--- config.mk ---
export PLATFORM = sky130hd
export DESIGN_NAME = p10_host
export DESIGN_NICKNAME = d
export VERILOG_FILES = /design/src/rtl/p10_host_pkg.sv /design/src/rtl/p10_host_txser.sv /design/src/rtl/p10_host.sv
export SDC_FILE = /design/constraint.sdc
export NUM_CORES = 1
export LEC_CHECK = 0
export CORE_MARGIN = 3
export CORE_UTILIZATION = 58
export CTS_CLUSTER_DIAMETER = 80
export CTS_CLUSTER_SIZE = 8
export DETAILED_ROUTE_END_ITERATION = 8
export PLACE_DENSITY = 0.86
export SLEW_MARGIN = 20
export SYNTH_ARGS = -nofsm -noshare
export SYNTH_HDL_FRONTEND = slang
export SYNTH_SLANG_ARGS = --single-unit
--- constraint.sdc ---
create_clock -name clk -period 4.7 [get_ports clk]
set_clock_uncertainty 0.05 [all_clocks]
set_input_delay 0.94 -clock clk [delete_from_list [all_inputs] [get_ports clk]]
set_output_delay 0.94 -clock clk [all_outputs]
set_load 0.05 [all_outputs]
--- src/rtl/p10_host_pkg.sv ---
// p10 protocol shared definitions for the host (initiator) side.
// Contents:
//   prm_entry_t / PRM_COUNT   parameter RAM entry type and depth
//   PRM_W, PRM_BYTES, PRM_AW  entry width, bytes per entry on the wire, index width
//   P10_SYNC_REQ/RSP          frame sync bytes
//   P10_CMD_RD/WR             command bytes
//   p10_err_t                 transaction result code
//   p10_host_state_t          host sequencer states (also exported on dbg_state)
//   prm_xor()                 XOR of all wire bytes of one entry
package p10_host_pkg;

  localparam int PRM_COUNT = 16;
  typedef logic [15:0] prm_entry_t;

  localparam int PRM_W     = $bits(prm_entry_t);
  localparam int PRM_BYTES = (PRM_W + 7) / 8;
  localparam int PRM_AW    = $clog2(PRM_COUNT + 1);

  // Entry padded up to a whole number of bytes, as it travels on the wire.
  typedef logic [PRM_BYTES*8-1:0] prm_pad_t;

  localparam logic [7:0] P10_SYNC_REQ = 8'hA5;
  localparam logic [7:0] P10_SYNC_RSP = 8'h5A;
  localparam logic [7:0] P10_CMD_RD   = 8'h01;
  localparam logic [7:0] P10_CMD_WR   = 8'h02;

  typedef enum logic [1:0] {
    P10_OK      = 2'd0,
    P10_REMOTE  = 2'd1,
    P10_CSUM    = 2'd2,
    P10_TIMEOUT = 2'd3
  } p10_err_t;

  typedef enum logic [3:0] {
    ST_IDLE    = 4'd0,
    ST_TX_SYNC = 4'd1,
    ST_TX_CMD  = 4'd2,
    ST_TX_ADDR = 4'd3,
    ST_TX_DATA = 4'd4,
    ST_TX_CSUM = 4'd5,
    ST_RX_SYNC = 4'd6,
    ST_RX_STAT = 4'd7,
    ST_RX_DATA = 4'd8,
    ST_RX_CSUM = 4'd9,
    ST_DONE    = 4'd10
  } p10_host_state_t;

  // Checksum contribution of the data bytes of one entry.
  function automatic logic [7:0] prm_xor(input prm_entry_t d);
    prm_pad_t   pad;
    logic [7:0] acc;
    pad = prm_pad_t'(d);
    acc = 8'h00;
    for (int i = 0; i < PRM_BYTES; i++) begin
      acc = acc ^ pad[i*8 +: 8];
    end
    return acc;
  endfunction

endpackage

--- src/rtl/p10_host_txser.sv ---
// p10_host_txser: single-byte emitter toward the uart.
// Ports:
//   clk, rst          clock, asynchronous active-low reset
//   byte_v, byte_d    byte offered by the sequencer (held until byte_done)
//   byte_done         1-cycle pulse: the offered byte went out this cycle
//   txd, txv          byte and strobe to the uart
//   cts               uart can take a byte this cycle
// Handshake: the sequencer holds byte_v/byte_d stable until byte_done.
// The byte is captured into txd while idle, then strobed (txv=1 for one
// cycle) in the first cycle where cts=1 and the post-strobe gap has expired.
// txv is combinational on cts so it can only ever be high in a cts=1 cycle.
module p10_host_txser #(
  parameter int TX_GAP = 0
) (
  input  logic       clk,
  input  logic       rst,
  input  logic       byte_v,
  input  logic [7:0] byte_d,
  output logic       byte_done,
  output logic [7:0] txd,
  output logic       txv,
  input  logic       cts
);

  localparam int              GW       = $clog2(TX_GAP + 2);
  // Loaded on a strobe; counts down 1+TX_GAP idle cycles before the next one.
  localparam logic [GW-1:0]   GAP_LOAD = GW'(TX_GAP + 1);

  logic          pend;
  logic [GW-1:0] gap_cnt;
  logic          fire;

  assign fire      = pend && cts && (gap_cnt == '0);
  assign txv       = fire;
  assign byte_done = fire;

  always_ff @(posedge clk or negedge rst) begin
    if (!rst) begin
      pend    <= 1'b0;
      txd     <= 8'h00;
      gap_cnt <= '0;
    end else if (fire) begin
      pend    <= 1'b0;
      gap_cnt <= GAP_LOAD;
    end else begin
      if (gap_cnt != '0) gap_cnt <= gap_cnt - 1'b1;
      if (!pend && byte_v) begin
        pend <= 1'b1;
        txd  <= byte_d;
      end
    end
  end

endmodule

--- src/rtl/p10_host.sv ---
// p10_host: initiator side of the p10 parameter protocol.
// Sends a request frame  A5, CMD, ADDR, [data MSB first, writes only], CSUM
// and parses the reply   5A, STATUS, [data, reads with STATUS==0], CSUM.
// CSUM is the XOR of every byte after the sync byte.
// Ports:
//   clk, rst                   clock, asynchronous active-low reset
//   req_v/req_rdy              request handshake (accepted when both high)
//   req_we, req_addr, req_d    write enable, parameter index, write data
//   rsp_v                      1-cycle pulse when a transaction finishes
//   rsp_q                      read data, held until the next rsp_v
//   rsp_err                    p10_err_t: OK / REMOTE / CSUM / TIMEOUT
//   txd, txv, cts              byte stream to the uart
//   rxd, rxv                   byte stream from the uart
//   busy                       high from accept until rsp_v
//   dbg_state                  current sequencer state (p10_host_state_t)
// Build option: define P10_HOST_TIMEOUT_EN to abort a reply that stalls for
// TIMEOUT_CYCLES cycles between bytes; otherwise the reply is awaited forever.
module p10_host
  import p10_host_pkg::*;
#(
  parameter int unsigned TIMEOUT_CYCLES = 1_000_000,
  parameter int          TX_GAP         = 0
) (
  input  logic              clk,
  input  logic              rst,
  input  logic              req_v,
  input  logic              req_we,
  input  logic [PRM_AW-1:0] req_addr,
  input  logic [PRM_W-1:0]  req_d,
  output logic              req_rdy,
  output logic              rsp_v,
  output logic [PRM_W-1:0]  rsp_q,
  output logic [1:0]        rsp_err,
  output logic [7:0]        txd,
  output logic              txv,
  input  logic              cts,
  input  logic [7:0]        rxd,
  input  logic              rxv,
  output logic              busy,
  output logic [3:0]        dbg_state
);

  localparam int IW = $clog2(PRM_BYTES) + 1;

  p10_host_state_t   state, state_nxt;

  logic              we_q;
  logic [PRM_AW-1:0] addr_q;
  prm_pad_t          tx_sh;
  prm_pad_t          rx_sh;
  logic [7:0]        tx_csum;
  logic [7:0]        rx_csum;
  logic              stat_nz;
  logic [IW-1:0]     idx;
  logic              last_idx;
  logic [PRM_W-1:0]  rsp_q_r;
  p10_err_t          rsp_err_r;

  logic              byte_v;
  logic [7:0]        byte_d;
  logic              byte_done;
  logic              to_hit;

  assign last_idx = (idx == IW'(PRM_BYTES - 1));

  // ---------------------------------------------------------------- timeout
`ifdef P10_HOST_TIMEOUT_EN
  localparam int TW = $clog2(TIMEOUT_CYCLES + 1);
  logic [TW-1:0] to_cnt;
  logic          in_rx;

  assign in_rx = state inside {ST_RX_SYNC, ST_RX_STAT, ST_RX_DATA, ST_RX_CSUM};

  // Counts cycles since RX_SYNC entry or the last received byte.
  always_ff @(posedge clk or negedge rst) begin
    if (!rst)               to_cnt <= '0;
    else if (!in_rx || rxv) to_cnt <= '0;
    else                    to_cnt <= to_cnt + 1'b1;
  end

  // A byte arriving on the limit cycle still counts as in time.
  assign to_hit = in_rx && !rxv && (to_cnt == TW'(TIMEOUT_CYCLES - 1));
`else
  assign to_hit = 1'b0;
`endif

  // ---------------------------------------------------------- state register
  always_ff @(posedge clk or negedge rst) begin
    if (!rst) state <= ST_IDLE;
    else      state <= state_nxt;
  end

  // -------------------------------------------------------------- next state
  always_comb begin
    state_nxt = state;
    case (state)
      ST_IDLE:    if (req_v)     state_nxt = ST_TX_SYNC;
      ST_TX_SYNC: if (byte_done) state_nxt = ST_TX_CMD;
      ST_TX_CMD:  if (byte_done) state_nxt = ST_TX_ADDR;
      ST_TX_ADDR: if (byte_done) state_nxt = we_q ? ST_TX_DATA : ST_TX_CSUM;
      ST_TX_DATA: if (byte_done && last_idx) state_nxt = ST_TX_CSUM;
      ST_TX_CSUM: if (byte_done) state_nxt = ST_RX_SYNC;
      ST_RX_SYNC: begin
        if (rxv && rxd == P10_SYNC_RSP) state_nxt = ST_RX_STAT;
        else if (to_hit)                state_nxt = ST_DONE;
      end
      ST_RX_STAT: begin
        if (rxv)         state_nxt = (!we_q && rxd == 8'h00) ? ST_RX_DATA : ST_RX_CSUM;
        else if (to_hit) state_nxt = ST_DONE;
      end
      ST_RX_DATA: begin
        if (rxv && last_idx) state_nxt = ST_RX_CSUM;
        else if (to_hit)     state_nxt = ST_DONE;
      end
      ST_RX_CSUM: begin
        if (rxv || to_hit) state_nxt = ST_DONE;
      end
      ST_DONE:    state_nxt = ST_IDLE;
      default:    state_nxt = ST_IDLE;
    endcase
  end

  // ----------------------------------------------------------------- outputs
  always_comb begin
    req_rdy = (state == ST_IDLE);
    busy    = (state != ST_IDLE);
    rsp_v   = (state == ST_DONE);
    byte_v  = 1'b0;
    byte_d  = 8'h00;
    case (state)
      ST_TX_SYNC: begin byte_v = 1'b1; byte_d = P10_SYNC_REQ; end
      ST_TX_CMD:  begin byte_v = 1'b1; byte_d = we_q ? P10_CMD_WR : P10_CMD_RD; end
      ST_TX_ADDR: begin byte_v = 1'b1; byte_d = 8'(addr_q); end
      ST_TX_DATA: begin byte_v = 1'b1; byte_d = tx_sh[PRM_BYTES*8-1 -: 8]; end
      ST_TX_CSUM: begin byte_v = 1'b1; byte_d = tx_csum; end
      default:    ;
    endcase
  end

  assign rsp_q     = rsp_q_r;
  assign rsp_err   = rsp_err_r;
  assign dbg_state = state;

  // ---------------------------------------------------------------- datapath
  always_ff @(posedge clk or negedge rst) begin
    if (!rst) begin
      we_q      <= 1'b0;
      addr_q    <= '0;
      tx_sh     <= '0;
      rx_sh     <= '0;
      tx_csum   <= 8'h00;
      rx_csum   <= 8'h00;
      stat_nz   <= 1'b0;
      idx       <= '0;
      rsp_q_r   <= '0;
      rsp_err_r <= P10_OK;
    end else begin
      case (state)
        ST_IDLE: begin
          if (req_v) begin
            we_q    <= req_we;
            addr_q  <= req_addr;
            tx_sh   <= prm_pad_t'(req_d);
            // Whole request checksum is known at accept time.
            tx_csum <= (req_we ? P10_CMD_WR : P10_CMD_RD) ^ 8'(req_addr)
                       ^ (req_we ? prm_xor(req_d) : 8'h00);
            idx     <= '0;
          end
        end
        ST_TX_DATA: begin
          if (byte_done) begin
            tx_sh <= tx_sh << 8;
            idx   <= idx + 1'b1;
          end
        end
        ST_RX_SYNC: begin
          rx_csum <= 8'h00;
          stat_nz <= 1'b0;
          idx     <= '0;
        end
        ST_RX_STAT: begin
          if (rxv) begin
            rx_csum <= rxd;
            stat_nz <= (rxd != 8'h00);
          end
        end
        ST_RX_DATA: begin
          if (rxv) begin
            rx_csum <= rx_csum ^ rxd;
            rx_sh   <= (rx_sh << 8) | prm_pad_t'(rxd);
            idx     <= idx + 1'b1;
          end
        end
        ST_RX_CSUM: begin
          if (rxv) begin
            // A remote rejection is reported even if its checksum is also bad.
            if (stat_nz)             rsp_err_r <= P10_REMOTE;
            else if (rx_csum != rxd) rsp_err_r <= P10_CSUM;
            else begin
              rsp_err_r <= P10_OK;
              if (!we_q) rsp_q_r <= rx_sh[PRM_W-1:0];
            end
          end
        end
        default: ;
      endcase
      if (to_hit) rsp_err_r <= P10_TIMEOUT;
    end
  end

  // ------------------------------------------------------------ byte emitter
  p10_host_txser #(
    .TX_GAP(TX_GAP)
  ) u_txser (
    .clk       (clk),
    .rst       (rst),
    .byte_v    (byte_v),
    .byte_d    (byte_d),
    .byte_done (byte_done),
    .txd       (txd),
    .txv       (txv),
    .cts       (cts)
  );

endmodule
== After elaboration in Yosys (flattened, before gate mapping) ==
Index checks and enable logic that the tools add are counted.

* Input port bits: 35
* Output and inout port bits: 34
* Register bits: 89

* Equal/unequal tests: 25
* Mux-type cells: 36
* Bitwise operators: 10
* Reduce and logical (&&, ||, !) cells: 29
* Add/sub/neg operators: 2

{| class="wikitable"
|+ Operator list
! operator !! count
|-
| 4-bit 2-to-1 mux || 10
|-
| 4-bit one-hot mux with 10 select lines || 1
|-
| 8-bit one-hot mux with 5 select lines || 1
|-
| 16-bit 2-to-1 mux || 2
|-
| 16-bit one-hot mux with 2 select lines || 1
|-
| 8-bit 2-to-1 mux || 3
|-
| 2-bit != test (second input constant) || 12
|-
| 8-bit one-hot mux with 3 select lines || 1
|-
| 4-bit by 3-bit == test with 1-bit output (second input constant) || 4
|-
| 16-bit by 8-bit bitwise OR with 16-bit output || 1
|-
| 8-bit bitwise XOR || 2
|-
| 2-bit 2-to-1 mux || 7
|-
| 4-bit == test (second input constant) || 3
|-
| 10-bit AND reduction || 1
|-
| 2-bit AND reduction || 5
|-
| 4-bit by 2-bit == test with 1-bit output (second input constant) || 2
|-
| 8-bit by 7-bit == test with 1-bit output (second input constant) || 1
|-
| 8-bit logical NOT || 1
|-
| 1-bit 2-to-1 mux || 8
|-
| 8-bit != test || 1
|-
| 2-bit one-hot mux with 4 select lines || 1
|-
| 4-bit nonzero test || 2
|-
| 8-bit nonzero test || 1
|-
| 5-bit by 8-bit bitwise XOR with 8-bit output || 1
|-
| 16 further kinds || 30
|}

== Logic depth before layout (Yosys ltp) ==
* Word-level depth: 6
* Mapped depth: 7
* Mapped depth without buffers: 6

== Hierarchy ==
Synthesis repeated with hierarchy kept, for this count alone.

* Cell total of the unflattened synthesis: 408
* Area total of the unflattened synthesis: 4465.5 um^2

{| class="wikitable"
|+ By module, submodules not included
! module !! cells each !! instances !! area each (um^2) !! seq. area each (um^2)
|-
| p10_host || 384 || 1 || 4050.1 || 1976.9
|-
| p10_host_txser || 24 || 1 || 415.4 || 250.2
|}

== Worst setup path after synthesis ==
Ideal clock, no wire load.

* Path kind: reg-to-reg
* Start point: register state[1], in the netlist dbg_state[1]
* End point: register idx[0]
* Data arrival time: 4.195 ns
* Buffers on the path: 1
* Path slack: 0.330 ns
* Data required time: 4.525 ns
* Setup time: 0.125 ns
* Stages on the path, launching flop included: 6
* Path through: dfrtp_1 -> buf_2 -> nor4_1 -> inv_1 -> o2111ai_1 -> mux2_2

* Word-level cells in the longest chain between the ends: 3
* Elaborated cells on any way between the ends: 10
* Classes of those cells: 6 x eq/ne; 1 x mux; 3 x reduce/logical

{| class="wikitable"
|+ Ends and longest elaborated chain
! what !! line !! text
|-
| start: declaration || p10_host.sv:45 || <nowiki>p10_host_state_t state, state_nxt;</nowiki>
|-
| start signal: assignment || p10_host.sv:90 || <nowiki>else state <= state_nxt;</nowiki>
|-
| 4-bit logical NOT (*) || -- ||
|-
| net req_rdy || p10_host.sv:30 || <nowiki>output logic req_rdy,</nowiki>
|-
| 4-bit nonzero test (no line) or 2-bit != test (tied branches) || -- ||
|-
| 4-bit AND reduction (no line) || -- ||
|-
| end signal: assignment || p10_host.sv:173 || <nowiki>idx <= idx + 1'b1;</nowiki>
|-
| end signal: assignment || p10_host.sv:191 || <nowiki>idx <= idx + 1'b1;</nowiki>
|-
| end: declaration || p10_host.sv:54 || <nowiki>logic [IW-1:0] idx;</nowiki>
|}

The timed path passes the listed nets; every way through them passes the cells marked *.
A chain may end at the register's enable or synchronous reset.

== Worst setup path in the final report ==
* Start point: register state[1], in the netlist dbg_state[1]
* End point: output busy

* Word-level cells in the longest chain between the ends: 1

{| class="wikitable"
|+ Ends and longest elaborated chain
! what !! line !! text
|-
| 4-bit nonzero test || p10_host.sv:126 || <nowiki>busy = (state != ST_IDLE);</nowiki>
|-
| end: declaration || p10_host.sv:39 || <nowiki>output logic busy,</nowiki>
|}

Every way passes these cells.

==> flow_metrics.tcl <==
set metrics [dict create \
    status "completed" \
    die_area_um2 8440 \
    rsz0062_at_grt "false" \
    ys_seq_area_frac 0.520 \
    cts_tree "done" \
    min_to "rsp_err[1]" \
    die_y_um 91.9 \
    diodes 0 \
    placed_cells 533 \
    vias 3324 \
    syn_area_um2 4280 \
    yosysTopAreaCell "dfrtp_1" \
    layout_commonest_cell "dfrtp_1" \
    rr_startpoint "dbg_state[3]" \
    hold_depth 2 \
    coreArea_um2 6980 \
    drc_errors 0 \
    critPathKind "flop to output pin" \
    antenna_found_initial 0 \
    ys_seq_elements 89 \
    cts_setup_buffers 0 \
    powerDensity_nw_per_um2 623 \
    vdd.ir_drop.worst_mv 0.263 \
    viasPerCell 6.05 \
    worst-r2r-cell-count 5 \
    rows 30 \
    post-place-ws_ns 1.09 \
    grt_max_degree 90 \
    portBuffers 68 \
    ctsResizeCount 0 \
    drtIter0Drc 266 \
    area_growth_pct 22.5 \
    cp.required_ns 3.71 \
    cp_max_fo 31 \
    cts_buffers 9 \
    hold_path.class "flop to flop" \
    synth_area_leaders "dfrtp_1 52%, mux2_2 11%, nand2_1 4.6%" \
    syn_avg_cell_area_um2 11.0 \
    worstMarginPinSlew_ns 1.08 \
    r2r-end "rsp_q[10]" \
    synth_cells 388 \
    floorplan.initialDensity 0.613 \
    async_flop_share 1.00 \
    ios 69 \
    setup_viol 0 \
    ys.flop_type "dfrtp_1" \
    chipWidth_um 91.9 \
    synth_edf_count 0 \
    clk_latency_ns 0.35 \
    setup_ws_ns 0.995 \
    gp_congestion 0.911 \
    synth_top_area_frac 0.520 \
    p_total_mw 3.27 \
    fmax_mhz 270 \
    clock_path_buffers 2 \
    period_share 0.788 \
    path_clk_slew_ns 0.09 \
    power_leakage_nw 2.26 \
    hold_viol_final 0 \
    nFillCells 484 \
    end_kind "output pin" \
    routedWlPerCell_um 18.0 \
    postSynthNetCount 424 \
    grt_overflow 0 \
    multi_input_area_um2 1940 \
    r2r_setup_slack_ns 2.03 \
    critPathArrivalTime_ns 2.71 \
    cts-root-buf "clkbuf_8" \
    grt_pass1_vias 3245 \
    drv_slew 0 \
    ctsHtreeMaxLevel 3 \
    slew_headroom 0.276 \
    grt_usage 0.243 \
    drv_cap 0 \
    min_from "rsp_err[1]" \
    wl_mm 9.86 \
    drive_gt1_frac 0.148 \
    cts_sinks 89 \
    hold_buffers 0 \
    setup-tns-final_ns 0 \
    dp_hpwl_mm 6.68 \
    ant_nets 0 \
    yosys_warnings 0 \
    fin_hold_ws_ns 0.436 \
    min_period_ns 3.70 \
    critPathLaunchType "flop" \
    final_cell_mix "89 x dfrtp_1, 67 x clkdlybuf4s50_1, 52 x nand2_1, 40 x mux2_2, 30 x o21ai_0" \
    nets 484 \
    ys_types 56 \
    regArea_um2 2230 \
    grt_pass1_wl_mm 16.3 \
    drtPass1Iterations 5 \
    fin_cells 549 \
]
## final cells by class
| cell class | instances | share of cell area |
|---|---|---|
| multi-input cells | 270 | 0.370 |
| clock inverters | 5 | 0.0150 |
| clock buffers | 11 | 0.0270 |
| well taps | 96 | 0.0229 |
| repair buffers | 72 | 0.136 |
| inverters | 6 | 0.00429 |
| flip-flops and latches | 89 | 0.425 |
## cells by family (layout without fill, tap and decap cells)
logic type	after synthesis	count (layout)	synth area share
simple gates	106	106	0.130
mux	48	48	0.124
buf+inv	29	94	0.0287
fa+ha+maj	1	1	0.00292
compound gates	93	93	0.149
xor+xnor	22	22	0.0450
flops	89	89	0.520
## through the flow
stage / util / area [um^2]
2_1_floorplan: - / 4280
3_5_place_dp: 0.719 / 5020
4_1_cts: 0.751 / 5240
3_3_place_gp: 0.719 / 5020
6_report: 0.751 / 5240
5_1_grt: 0.751 / 5240
## worst max-delay path: stages, from the launching register on
cell and delay, ns:
dfrtp_1 0.71, nor4_1 0.71, inv_1 0.20, clkdlybuf4s50_1 0.75
## routing by layer
metal,share of wire,GRT usage,routed length [um]
met2,0.48,0.380,4710
met1,0.46,0.356,4550
met5,0,0,0
met3,0.051,0.0427,504
met4,0.0094,0.0606,93
## state kept, by name, indices dropped and copies added, names as in the netlist, 2 cells and up
signal and flops:
addr_q 5, dbg_state 4, idx 2, rsp_err 2, rsp_q 16, rx_csum 8, rx_sh 16, tx_csum 8
tx_sh 16, u_txser.txd 8
## worst max path at each step
stage	startpoint	end	slack, ns	depth (start not counted)
6_report	dbg_state[1]	busy	1.0	3
2_1_floorplan	dbg_state[1]	idx[0]	0.33	5
3_5_place_dp	cts	txv	1.09	4
5_1_grt	dbg_state[1]	busy	0.90	3
3_3_place_gp	cts	txv	1.13	4
4_1_cts	dbg_state[1]	busy	1.05	3
## synthesized netlist by cell type, types with 2 or more instances
library cell  instances
a21oi_1               9
a22o_1                9
a22oi_1               3
a31oi_1               2
a32o_1                9
a32oi_1               2
buf_2                 5
clkbuf_1             17
dfrtp_1              89
inv_1                 6
mux2_2               40
mux2i_1               8
nand2_1              52
nand2b_1              2
nand3_1               3
nand3b_1              2
nand4_1               2
nand4b_1              2
nor2_1               12
nor2b_1               4
nor3_1                3
nor3b_1               3
nor4_1                6
nor4b_1               2
o211ai_1              3
o21a_1                5
o21ai_0              30
o22ai_1               9
o2bb2ai_1             2
xnor2_1              12
xor2_1               10
## report_power, final
group	switching (mW)	total, mW	internal, mW
registers	0.244	1.30	1.06
logic	0.808	1.39	0.582
clock network	0.263	0.577	0.314
(Power assumes the default switching activity.)
